`config.mk`:
```
export PLATFORM = sky130hd
export DESIGN_NAME = overvoltage_seq
export DESIGN_NICKNAME = d
export VERILOG_FILES = /design/src/rtl/overvoltage_seq.sv
export SDC_FILE = /design/constraint.sdc
export NUM_CORES = 1
export LEC_CHECK = 0
export ABC_AREA = 0
export CORE_UTILIZATION = 45
export CTS_CLUSTER_DIAMETER = 30
export DETAILED_ROUTE_END_ITERATION = 7
export GPL_ROUTABILITY_DRIVEN = 1
export PLACE_DENSITY = 0.75
export SYNTH_ARGS = -nofsm -noshare
export SYNTH_HDL_FRONTEND = slang
export SYNTH_SLANG_ARGS = --single-unit
export TNS_END_PERCENT = 10
```
`constraint.sdc`:
```
create_clock -name clk -period 2.8 [get_ports clk]
set_input_delay 0.28 -clock clk [delete_from_list [all_inputs] [get_ports clk]]
set_output_delay 0.28 -clock clk [all_outputs]
set_load 0.03 [all_outputs]
```
`src/rtl/overvoltage_seq.sv`:
```
// -----------------------------------------------------------------------------
// overvoltage_seq
//
// Power-up, settle and monitor sequencer for an analog overvoltage detector.
// The detector is enabled, allowed to settle for SETTLE_CYCLES, then its
// comparator output is debounced for DEBOUNCE_CYCLES consecutive samples
// before a trip is declared. A trip sets a sticky flag and fires a one-cycle
// interrupt. A new trip code restarts the settle period.
//
// Ports
//   clk        in   block clock, rising edge
//   rst_n      in   asynchronous active-low reset
//   ena        in   level request to power and monitor the detector
//   otrip_req  in   [3:0] requested trip code, taken on cfg_load
//   cfg_load   in   one-cycle strobe applying otrip_req
//   ovout      in   raw comparator output, asynchronous to clk
//   clr        in   one-cycle strobe clearing the sticky flag
//   otrip      out  [3:0] applied trip code for the 4-to-16 trip decoder
//   ana_ena    out  analog detector enable
//   ready      out  high while monitoring
//   ov_flag    out  sticky overvoltage status
//   ov_irq     out  one-cycle pulse per new trip
// -----------------------------------------------------------------------------
module overvoltage_seq #(
   parameter int SETTLE_CYCLES   = 64,
   parameter int DEBOUNCE_CYCLES = 8
) (
   input  logic       clk,
   input  logic       rst_n,
   input  logic       ena,
   input  logic [3:0] otrip_req,
   input  logic       cfg_load,
   input  logic       ovout,
   input  logic       clr,
   output logic [3:0] otrip,
   output logic       ana_ena,
   output logic       ready,
   output logic       ov_flag,
   output logic       ov_irq
);

   localparam logic [9:0] SETTLE_LOAD = 10'(SETTLE_CYCLES);
   localparam logic [7:0] DEB_MAX     = 8'(DEBOUNCE_CYCLES);

   typedef enum logic [1:0] {
      ST_OFF,
      ST_SETTLE,
      ST_MONITOR,
      ST_TRIPPED
   } state_t;

   state_t     state_q, state_d;
   logic [9:0] settle_cnt_q, settle_cnt_d;
   logic [7:0] deb_cnt_q, deb_cnt_d;
   logic       sync1_q, sync1_d;
   logic       ov_s_q, ov_s_d;
   logic [3:0] otrip_q, otrip_d;
   logic       ana_ena_q, ana_ena_d;
   logic       ready_q, ready_d;
   logic       ov_flag_q, ov_flag_d;
   logic       ov_irq_q, ov_irq_d;
   logic       trip;

   // Next-state and next-output logic. Priority: ena=0, cfg_load, trip, clr.
   always_comb begin
      // NOTE: every signal gets a default first so no path leaves a value
      // unassigned, which would otherwise infer a latch.
      state_d      = state_q;
      settle_cnt_d = settle_cnt_q;
      deb_cnt_d    = deb_cnt_q;
      trip         = 1'b0;
      sync1_d      = ovout;
      ov_s_d       = sync1_q;
      otrip_d      = cfg_load ? otrip_req : otrip_q;

      if (!ena) begin
         state_d      = ST_OFF;
         settle_cnt_d = '0;
         deb_cnt_d    = '0;
      end else if (cfg_load || state_q == ST_OFF) begin
         // Enable from OFF and any reconfiguration both restart settling.
         state_d      = ST_SETTLE;
         settle_cnt_d = SETTLE_LOAD;
         deb_cnt_d    = '0;
      end else begin
         unique case (state_q)
            ST_SETTLE: begin
               deb_cnt_d = '0;
               // Counter reaching zero on this edge hands over to MONITOR.
               if (settle_cnt_q <= 10'd1) begin
                  settle_cnt_d = '0;
                  state_d      = ST_MONITOR;
               end else begin
                  settle_cnt_d = settle_cnt_q - 10'd1;
               end
            end
            ST_MONITOR: begin
               if (ov_s_q) begin
                  if (deb_cnt_q >= DEB_MAX - 8'd1) begin
                     deb_cnt_d = DEB_MAX;
                     state_d   = ST_TRIPPED;
                     trip      = 1'b1;
                  end else begin
                     deb_cnt_d = deb_cnt_q + 8'd1;
                  end
               end else begin
                  deb_cnt_d = '0;
               end
            end
            ST_TRIPPED: begin
               if (clr && !ov_s_q) begin
                  state_d   = ST_MONITOR;
                  deb_cnt_d = '0;
               end
            end
            default: state_d = ST_OFF;
         endcase
      end

      // A set wins over a clear; a clear is refused while still tripped
      // with the comparator high.
      ov_flag_d = ov_flag_q;
      if (trip) begin
         ov_flag_d = 1'b1;
      end else if (clr && !(state_q == ST_TRIPPED && ov_s_q)) begin
         ov_flag_d = 1'b0;
      end

      // Outputs are decoded from the next state so they leave a flop.
      ana_ena_d = (state_d != ST_OFF);
      ready_d   = (state_d == ST_MONITOR);
      ov_irq_d  = trip;
   end

   // NOTE: sequential state uses non-blocking assignments so every flop
   // samples pre-edge values regardless of statement order.
   always_ff @(posedge clk or negedge rst_n) begin
      if (!rst_n) begin
         state_q      <= ST_OFF;
         settle_cnt_q <= '0;
         deb_cnt_q    <= '0;
         sync1_q      <= 1'b0;
         ov_s_q       <= 1'b0;
         otrip_q      <= '0;
         ana_ena_q    <= 1'b0;
         ready_q      <= 1'b0;
         ov_flag_q    <= 1'b0;
         ov_irq_q     <= 1'b0;
      end else begin
         state_q      <= state_d;
         settle_cnt_q <= settle_cnt_d;
         deb_cnt_q    <= deb_cnt_d;
         sync1_q      <= sync1_d;
         ov_s_q       <= ov_s_d;
         otrip_q      <= otrip_d;
         ana_ena_q    <= ana_ena_d;
         ready_q      <= ready_d;
         ov_flag_q    <= ov_flag_d;
         ov_irq_q     <= ov_irq_d;
      end
   end

   assign otrip   = otrip_q;
   assign ana_ena = ana_ena_q;
   assign ready   = ready_q;
   assign ov_flag = ov_flag_q;
   assign ov_irq  = ov_irq_q;

endmodule

```
# Yosys cells after proc, flatten, opt, wreduce, memory -nomap -nowiden
# Index checks and enable logic that the tools add are counted.
[totals] output_inout_bits=8 reg_bits=30 input_bits=10
[op_classes] n_reduce_logical=10 addsub=2 n_eq_ne=7 magnitude_cmp=2 muxes=24
[ops] op="$mux W10" n=4
[ops] op="$mux W8" n=5
[ops] op="$pmux W8 S3" n=1
[ops] op="$mux W2" n=6
[ops] op="$le A10 B1 Y1 const B" n=1
[ops] op="$sub A10 B1 Y10 const B" n=1
[ops] op="$add A8 B1 Y8 const B" n=1
[ops] op="$ge A8 B3 Y1 const B" n=1
[ops] op="$mux W1" n=7
[ops] op="$eq A2 B2 Y1 const B" n=3
[ops] op="$pmux W2 S3" n=1
[ops] op="$ne A5 B1 Y1 const B" n=1
[ops] op="$ne A4 B4 Y1 const B" n=1
[ops] op="$reduce_bool A2 Y1" n=2
[ops] op="$logic_and A1 B1 Y1" n=3
[ops] op="$ne A3 B1 Y1 const B" n=1
[ops] op="$eq A2 B1 Y1 const B" n=1
[ops] op="$logic_not A1 Y1" n=2
[ops] op="$logic_not A2 Y1" n=1
[ops] op="$reduce_and A2 Y1" n=1
[ops] op="$logic_or A1 B1 Y1" n=1

# Depth between registers and ports, before layout
[logic_depth] depth_word=7 mapped_depth=6 depth_no_buf=6

# Worst setup path before layout
# Ideal clock, no wire load.
[synth_timing] kind="register to register" startpoint="register settle_cnt_q[0]" endpoint="register settle_cnt_q[1]" t_required_ns=2.723 stages_incl_launch_ff=7 setup_ns=0.077 path_buffers=0 path_slack_ns=1.160 arrival_time_ns=1.563 cell_sequence="dfrtp_1 inv_1 ha_1 or2_4 a31o_1 or3_1 a21oi_1"
[synth_between] elab_chain_cells=5
[synth_rtl] element="start: declaration" line_no="53" text="logic [9:0] settle_cnt_q, settle_cnt_d;"
[synth_rtl] element="start signal: assignment" line_no="151" text="settle_cnt_q <= settle_cnt_d;"
[synth_rtl] element="$sub A10 B1 Y10 / $le A10 B1 Y1 (equally long branches)" line_no="94, 90"
[synth_rtl] element="$mux W10 (*)" line_no="90" text="if (settle_cnt_q <= 10'd1) begin"
[synth_rtl] element="$mux W10 (*)" line_no="86" text="unique case (state_q)"
[synth_rtl] element="$mux W10 (*)" line_no="80" text="end else if (cfg_load || state_q == ST_OFF) begin"
[synth_rtl] element="$mux W10 (*)" line_no="76" text="if (!ena) begin"
# Mark *: on every way between the ends. The rest lies on a longest branch, timed or not. The select of a mux whose other input is x is not followed.
# A chain may end at the register's enable or synchronous reset.

# Worst setup path in the final report
[layout_timing] startpoint="register settle_cnt_q[0]" endpoint="register settle_cnt_q[0]"
# Same word-level chain as after synthesis.

==> metrics.log <==
INFO  metric critPathKind = register to register
INFO  metric min_period = 1.82 ns
INFO  metric switching_share = 30.5%
INFO  metric portion_of_the_post_synthesis_area_used_by_sequential_elements = 51.8%
INFO  metric holdBufCountCts = 0
INFO  metric core.rowCount = 20
INFO  metric via_per_inst = 5.23
INFO  metric globalRoute.totalOverflow = 0
INFO  metric synth_enable_flop_cells = 0
INFO  metric report.final.hold_viol_count = 0
INFO  metric run_status = finished, final reports clean
INFO  metric timing.critical_path.fanout_max = 6
INFO  metric fp.dieH = 58.8 µm
INFO  metric muxShareOfSynthArea = 3.11%
INFO  metric ys_ff_latch = 30
INFO  metric synth_async_sr_flop_share = 100%
INFO  metric route.final.wire_length = 2480 µm
INFO  metric drc = 0
INFO  metric setup_viol_count_final = 0
INFO  metric grt_usage = 17.7%
INFO  metric largest_net_degree_at_the_start_of_global_routing = 31
INFO  metric die_area = 0.00345 mm²
INFO  metric synth_area_leaders = dfrtp_1 (52%), nor2_1 (5.7%), nor4_4 (4.4%)
INFO  metric achievable-frequency = 550 MHz
INFO  metric period_share = 64.9%
INFO  metric synth_area_leader_cell = dfrtp_1
INFO  metric synth_compound_area_share = 11.6%
INFO  metric antenna_found_initial = 0
INFO  metric crit_path_end_kind = register
INFO  metric final_nets = 167
INFO  metric critical_path.reg2reg.startpoint = settle_cnt_q[0]$_DFFE_PN0P_
INFO  metric core-area = 0.00305 mm²
INFO  metric cellLeakagePower = 0.814 nW
INFO  metric grt_setup_unrepaired = false
INFO  metric htree_levels = 2
INFO  metric post_cts_resized = 0
INFO  metric critical_path.reg2reg.endpoint = settle_cnt_q[0]$_DFFE_PN0P_
INFO  metric insertedDiodeCount = 0
INFO  metric detail_route.iter0.violations = 34
INFO  metric worst_ir_drop_vdd = 347 µV
INFO  metric synth_simple_gate_area_share = 24.0%
INFO  metric place_ws = 0.840 ns
INFO  metric max_cap_viol_count = 0
INFO  metric firstDrtPassIters = 4
INFO  metric synthTopCellsByCount = dfrtp_1 (30), nor2_1 (22), nand2_1 (10)
INFO  metric whs = 0.325 ns
INFO  metric regToRegSetupSlack = 0.98 ns
INFO  metric clock_path_buffers = 2
INFO  metric share_of_layout_cells_above_drive_strength_1 = 14.2%
INFO  metric dominantRegCellSynth = dfrtp_1
INFO  metric cts_root_buf = clkbuf_4
INFO  metric worstHoldPathType = input pin to async pin
INFO  metric fin_area = 0.00172 mm²
INFO  metric startpoint_type = register
INFO  metric cts.sink_count = 30
INFO  metric io-pin-count = 18
INFO  metric synthDistinctLibCells = 38
INFO  metric place.detailed.instances = 191
INFO  metric reg2regPathDepth = 6
INFO  metric power.combinational.fraction = 23.2%
INFO  metric flow.area_growth_from_synthesis = 18.8%
INFO  metric drt-wirelength-per-cell = 12.5 µm
INFO  metric die_w = 58.8 µm
INFO  metric cts_buffers = 5
INFO  metric initial_core_util = 47.5%
INFO  metric port_buffers = 17
INFO  metric post_layout_nonfiller_instances = 199
INFO  metric postLayoutCoreUtil = 56.4%
INFO  metric syn_area_per_cell = 10.9 µm²
INFO  metric mappedNetlistNets = 146
INFO  metric mappedNetlistArea = 0.00145 mm²
INFO  metric worst_slew_margin_relative_to_its_limit = 69.2%
INFO  metric routed-via-count = 1041
INFO  metric worst_clock_skew = 0.00358 ns
INFO  metric worst_setup_hold_path_clk_slew = 0.09 ns
INFO  metric postLayoutSetupSlackWorst = 0.982 ns
INFO  metric power.net_switching = 305 µW
INFO  metric yosysTopAreaCellShare = 51.8%
INFO  metric synth-adder-area-share = 2.59%
INFO  metric required = 3.06 ns
INFO  metric synthXorXnorAreaFrac = 4.23%
INFO  metric gp_congestion = 0.761
INFO  metric cell_with_the_most_instances_after_synthesis = dfrtp_1
INFO  metric later_pin_clock_latency_in_the_skew_report = 0.33 ns
INFO  metric place.detailed.hpwl = 1840 µm
INFO  metric power_per_cell_area = 579 mW/mm²
INFO  metric critical_path_arrival = 2.07 ns
INFO  metric clockPowerShare = 27.0%
INFO  metric startpoint = settle_cnt_q[0]$_DFFE_PN0P_
INFO  metric total_power = 998 µW
INFO  metric post_synth_inst_count = 133
INFO  metric cts.repair_timing.setup_buffer_count = 0
INFO  metric via_count_of_the_first_global_routing_pass = 1034
INFO  metric post_dp_cell_area = 0.00166 mm²
INFO  metric grt_pass1_wl = 4400 µm
INFO  metric drt.antenna.violating_nets = 0
INFO  metric cell_internal_pwr = 694 µW
INFO  metric totalNegativeSetupSlack = 0 ns
INFO  metric ys_warn_count = 0
INFO  metric tritoncts = yes
INFO  metric tightest_slew = 0.462 ns
INFO  metric synth_top_family_by_area = simple AND/OR/NAND/NOR gates
INFO  metric seq_power_share = 49.8%
INFO  metric drv_slew = 0
==> flip-flops by register name (all words and copies together), names as in the netlist <==
register and flops:
ov_s_q 1, ana_ena 1, ov_s_d 1, otrip 4, ready 1, ov_irq 1
settle_cnt_q 10, state_q 2, ov_flag 1, deb_cnt_q 8
==> kinds of logic after synthesis <==
logic type               after synthesis
adder cells (fa/ha/maj)                3
multiplexers                           4
buffers and inverters                  8
AO/OA/AOI/OAI                         23
XOR/XNOR                               7
AND/OR/NAND/NOR                       58
flip-flops                            30
==> cell usage in the layout, fill, tap and decap left out, drive strengths merged, types with 4 or more instances in the layout <==
cell type | synthesis | routed
nand3 | 6 | 6
xor2 | 7 | 7
nor2 | 22 | 22
a21oi | 6 | 6
dfrtp | 30 | 30
clkdlybuf4s50 | 0 | 17
nand2 | 10 | 10
clkbuf | 2 | 6
inv | 4 | 4
mux2 | 4 | 4
==> cell type report <==
cell class	count	area [µm²]
clock buffers	6	51.3
clock inverters	2	12.5
fillers	284	1330
inverters	4	15.0
multi-input cells	95	661
flip-flops and latches	30	751
well taps	44	55.1
repair buffers	18	178
==> critical path: stages (launching register included) <==
cell	delay, ns
dfrtp_1	0.42
inv_1	0.06
ha_1	0.27
or2_4	0.29
a31o_1	0.23
or3_1	0.32
a21oi_1	0.15
==> metal layers <==
layer,part of all wire [%],routed length [µm],GRT usage (%),up-vias
met1,44,1090,20.2,497
met3,5.9,147,6.37,4
li1,-,-,-,512
met2,48,1190,29.2,28
met4,2.2,55,9.18,0
met5,0,0,0,-
==> worst max path at each step <==
stage                                   to  slack (ns)  cells after the start
2_1_floorplan  settle_cnt_q[1]$_DFFE_PN0P_        1.16                      6
3_3_place_gp      deb_cnt_q[7]$_DFFE_PN0P_        0.89                      5
3_5_place_dp      deb_cnt_q[7]$_DFFE_PN0P_        0.84                      5
4_1_cts        settle_cnt_q[0]$_DFFE_PN0P_        0.98                      6
5_1_grt        settle_cnt_q[0]$_DFFE_PN0P_        0.85                      6
6_report       settle_cnt_q[0]$_DFFE_PN0P_        0.98                      6
==> power groups by stage <==
stage	Combinational, mW	Clock (mW)	Sequential (mW)
after floorplan	0.162	0	0.510
after CTS	0.234	0.279	0.498
after global placement	0.228	0	0.504
after detailed placement	0.232	0	0.506
final	0.232	0.269	0.497
after global routing	0.256	0.297	0.502
(Power assumes the default switching activity.)
==> edit 1: new RTL, same flow settings <==
The 4 states of `state_t` get a Gray code encoding in 2 bits.
--- a/src/rtl/overvoltage_seq.sv
+++ b/src/rtl/overvoltage_seq.sv
@@ -45,6 +45,6 @@
    typedef enum logic [1:0] {
-      ST_OFF,
-      ST_SETTLE,
-      ST_MONITOR,
-      ST_TRIPPED
+      ST_OFF     = 2'b00,
+      ST_SETTLE  = 2'b01,
+      ST_MONITOR = 2'b11,
+      ST_TRIPPED = 2'b10
    } state_t;
Behaviour: no difference found for any inputs over 10 cycles, from zero or initial values and one cycle with rst_n low; not proved beyond that.
==> edit 1 against the original RTL <==
Power down 15%. Worst setup slack worse by 0.11 ns. Routed wire length up 15%. Utilization up 1.2 points. Sequential cell count unchanged. Die area up 5.6%. Sequential power down 8.2%. Final area up 5.5%. Synthesized cell count up 9.8%. Synthesized area up 5.8%. Largest power group unchanged.
==> edit 1: results (changes against the original RTL) <==
| Metric | Value |
|---|---|
| Part of the Yosys area used for sequential elements | `48.9% (was 51.8%)` |
| Hold WS | `0.331 ns (was 0.325 ns)` |
| Total routing resource utilization after global routing | `18.9% (was 17.7%)` |
| Worst-case clock skew | `0.00583 ns (was 0.00358 ns)` |
| Worst setup slack before clock tree synthesis | `0.662 ns (was 0.840 ns)` |
| Largest vdd supply drop | `0.312 mV (was 0.347 mV)` |
| Max-Slew Margin vs Limit | `66.1% (was 69.2%)` |
| Final Wtd Congestion | `0.880 (was 0.761)` |
| Status | `finished, final reports clean (unchanged)` |
| Met3 routed WL | `112 µm (was 147 µm)` |
| FF-to-FF End | `settle_cnt_q[9] (was settle_cnt_q[0])` |
| Reg2reg start | `state_q[0] (was settle_cnt_q[0])` |
| Clock power frac | `30.8% (was 27.0%)` |
| Seq. pwr | `0.456 mW (was 0.497 mW)` |
| Number of nets in the finished design | `186 (was 167)` |
| Switching power | `0.226 mW (was 0.305 mW)` |
| Placed cell area | `1760 µm² (was 1660 µm²)` |
| Area share of xor/xnor cells in the synthesized design | `0% (was 4.23%)` |
| Layout cells sized above 1 | `14.1% (was 14.2%)` |
| Post-synthesis mux area share | `2.94% (was 3.11%)` |
| Worst endpoint data arrival time | `2.14 ns (was 2.07 ns)` |
| Met2 Track Usage GR | `31.6% (was 29.2%)` |
| Fraction of the mapped netlist area in adder cells | `5.71% (was 2.59%)` |
| Static leakage | `0.783 nW (was 0.814 nW)` |
| Wire length of the first global-routing pass | `4970 µm (was 4400 µm)` |
| Post-route clock period utilization | `69.0% (was 64.9%)` |
| Crit-path max FO | `17 (was 6)` |
| Yosys cell types | `45 (was 38)` |
| Post-synth net total | `163 (was 146)` |
| 1st-iter DRT viols | `81 (was 34)` |
| Launching instance or port of the critical path | `state_q[0] (was settle_cnt_q[0])` |
| Average wire length per cell after detail routing | `13.3 µm (was 12.5 µm)` |
[edit 1: cell types whose count changed in the layout (fill, tap and decap cells not counted), moves of 4 or more]
| cell | delta |
|---|---|
| sky130_fd_sc_hd__a21oi_1 | +8 |
| sky130_fd_sc_hd__or3_1 | +5 |
| sky130_fd_sc_hd__o211ai_1 | +4 |
| sky130_fd_sc_hd__xor2_1 | -7 |
| sky130_fd_sc_hd__ha_1 | +4 |
| sky130_fd_sc_hd__inv_1 | +4 |
| sky130_fd_sc_hd__nor2_1 | -19 |
| sky130_fd_sc_hd__nand2_1 | +4 |
[edit 1: cell type report]
type / instances / area, µm²
clock buffers: 7 / 55.1
clock inverters: 1 / 5.00
fillers: 289 / 1340
inverters: 8 / 30.0
multi-input cells: 106 / 744
flip-flops and latches: 30 / 751
well taps: 44 / 55.1
repair buffers: 18 / 178
==> edit 2: new RTL, config.mk and constraints unchanged <==
Without the edit above. Change the parameter `DEBOUNCE_CYCLES` from 8 to 6.
--- a/src/rtl/overvoltage_seq.sv
+++ b/src/rtl/overvoltage_seq.sv
@@ -25,3 +25,3 @@
    parameter int SETTLE_CYCLES   = 64,
-   parameter int DEBOUNCE_CYCLES = 8
+   parameter int DEBOUNCE_CYCLES = 6
 ) (
Behaviour: same outputs for any inputs over 10 cycles, from zero or initial values and one cycle with rst_n low; that may be too few to reach the edited logic, so the function may still have changed.
==> edit 2 against the original RTL <==
Critical endpoint is now settle_cnt_q[4]. Via count up 8.7%. Power up 5.6%. Largest power group unchanged. Final area up 3.6%. First-iteration DRC count down 35%. Routed wire length up 10%. Sequential cell count unchanged. Synthesized area up 3.1%. Worst setup slack worse by 0.028 ns.
==> edit 2: results (changes against the original RTL) <==
| Metric | Value |
|---|---|
| Status | `finished, final reports clean (unchanged)` |
| Commonest cells in the synthesized netlist | `30 x sky130_fd_sc_hd__dfrtp_1, 15 x sky130_fd_sc_hd__nor2_1, 10 x sky130_fd_sc_hd__nand2_1 (was 30 x sky130_fd_sc_hd__dfrtp_1, 22 x sky130_fd_sc_hd__nor2_1, 10 x sky130_fd_sc_hd__nand2_1)` |
| Setup slack of the most critical reg-to-reg path | `0.95 ns (was 0.98 ns)` |
| Yosys cell types | `42 (was 38)` |
| First drt pass iteration count | `4 (unchanged)` |
| Detailed-route wire length | `2730 µm (was 2480 µm)` |
| Final HPWL from detailed placement | `2010 µm (was 1840 µm)` |
| Worst-case clock skew | `0.00416 ns (was 0.00358 ns)` |
| Hold WS | `0.327 ns (was 0.325 ns)` |
| Setup Buffers After CTS | `0 (unchanged)` |
| Post-synthesis mux area share | `3.01% (was 3.11%)` |
| Layout cells sized above 1 | `12.9% (was 14.2%)` |
| Total number of vias | `1132 (was 1041)` |
| 1st-iter DRT viols | `22 (was 34)` |
| Total routing resource utilization after global routing | `17.8% (was 17.7%)` |
| Slowest cell on crit path | `sky130_fd_sc_hd__or4_4 (was sky130_fd_sc_hd__dfrtp_1)` |
| Static leakage | `0.815 nW (was 0.814 nW)` |
| Area share of xor/xnor cells in the synthesized design | `3.51% (was 4.23%)` |
| Largest vdd supply drop | `0.342 mV (was 0.347 mV)` |
| Number of nets in the finished design | `177 (was 167)` |
| Wire length of the first global-routing pass | `4620 µm (was 4400 µm)` |
| Largest cells by area after synthesis | `sky130_fd_sc_hd__dfrtp_1 50%, sky130_fd_sc_hd__ha_1 4.2%, sky130_fd_sc_hd__nor2_1 3.8% (was sky130_fd_sc_hd__dfrtp_1 52%, sky130_fd_sc_hd__nor2_1 5.7%, sky130_fd_sc_hd__nor4_4 4.4%)` |
| Yosys reg bits | `30 (unchanged)` |
| Top register by number of flip-flops | `settle_cnt_q (unchanged)` |
| Placed cell area | `1710 µm² (was 1660 µm²)` |
| Post-synth net total | `156 (was 146)` |
| Part of the Yosys area used for sequential elements | `50.2% (was 51.8%)` |
| Resized Gates After CTS | `0 (unchanged)` |
| Final Wtd Congestion | `0.734 (was 0.761)` |
| Reg2reg start | `settle_cnt_q[6] (was settle_cnt_q[0])` |
| Compound-gate portion of the synthesized area | `15.6% (was 11.6%)` |
| Register clock-pin slew on the reported worst setup and hold paths | `0.08 ns` |
| Crit-path max FO | `7 (was 6)` |
| Maximum count of clock buffers along a single path | `2 (unchanged)` |
| Fraction of the mapped netlist area in adder cells | `4.18% (was 2.59%)` |
| Max-Slew Margin vs Limit | `71.8% (was 69.2%)` |
| Fill cell instance count of the final layout | `276 (was 284)` |
| Crit path largest cell delay | `0.57 ns (was 0.42 ns)` |
| Vias in the first global route | `1035 (was 1034)` |
==> edit 2: area by class of cell <==
class | count | area (µm²) | area share, %
Clock buffer | 7 | 45.0 | 2.52
Clock inverter | 1 | 30.0 | 1.68
Inverter | 6 | 22.5 | 1.26
Multi-Input combinational cell | 101 | 704 | 39.5
Sequential cell | 30 | 751 | 42.0
Tap cell | 44 | 55.1 | 3.08
Timing Repair Buffer | 18 | 178 | 9.95
==> edit 2: path summary, 6_finish.rpt <==
kind,to,cells after the start
setup / recovery,settle_cnt_q[4],4
hold / removal,ana_ena,2
max in group asynchronous,ready,2
setup reg to reg,settle_cnt_q[4],4
hold reg to reg,ov_s_q,0
min in group clk,ov_s_q,0
==> edit 2: report_power, final <==
part | switching, mW | internal, mW
clock network | 0.137 | 0.189
registers | 0.0320 | 0.459
logic | 0.125 | 0.112
total | 0.294 | 0.760
==> edit 2: cells by family after synthesis <==
group | count (synthesis)
DFF | 30
and+or+nand+nor | 56
AOI/OAI and AO/OA | 30
xor gates and xnor gates | 6
buffers and inverters | 10
muxes | 4
adders and majority gates | 5
==> edit 2: critical path, delay by kind of cell (launching register included) <==
kind             cells  cell delay [ns]
AO/OA/AOI/OAI        2             0.66
flip-flops           1             0.44
AND/OR/NAND/NOR      2             0.64
==> edit 2: metal layers <==
metal  wire [µm]  vias to the layer above  track usage [%]
met1        1260                      550             23.1
met5           0                        -                0
met3         144                        6             6.55
met2        1280                       28             26.8
met4          45                        0             7.31
li1            -                      548                -
==> edit 2: metrics by stage <==
step	setup slack (ns)	cells
after floorplan	1.11	141
after global placement	0.904	199
after detailed placement	0.843	199
after CTS	0.949	207
after global routing	0.858	207
final	0.954	207
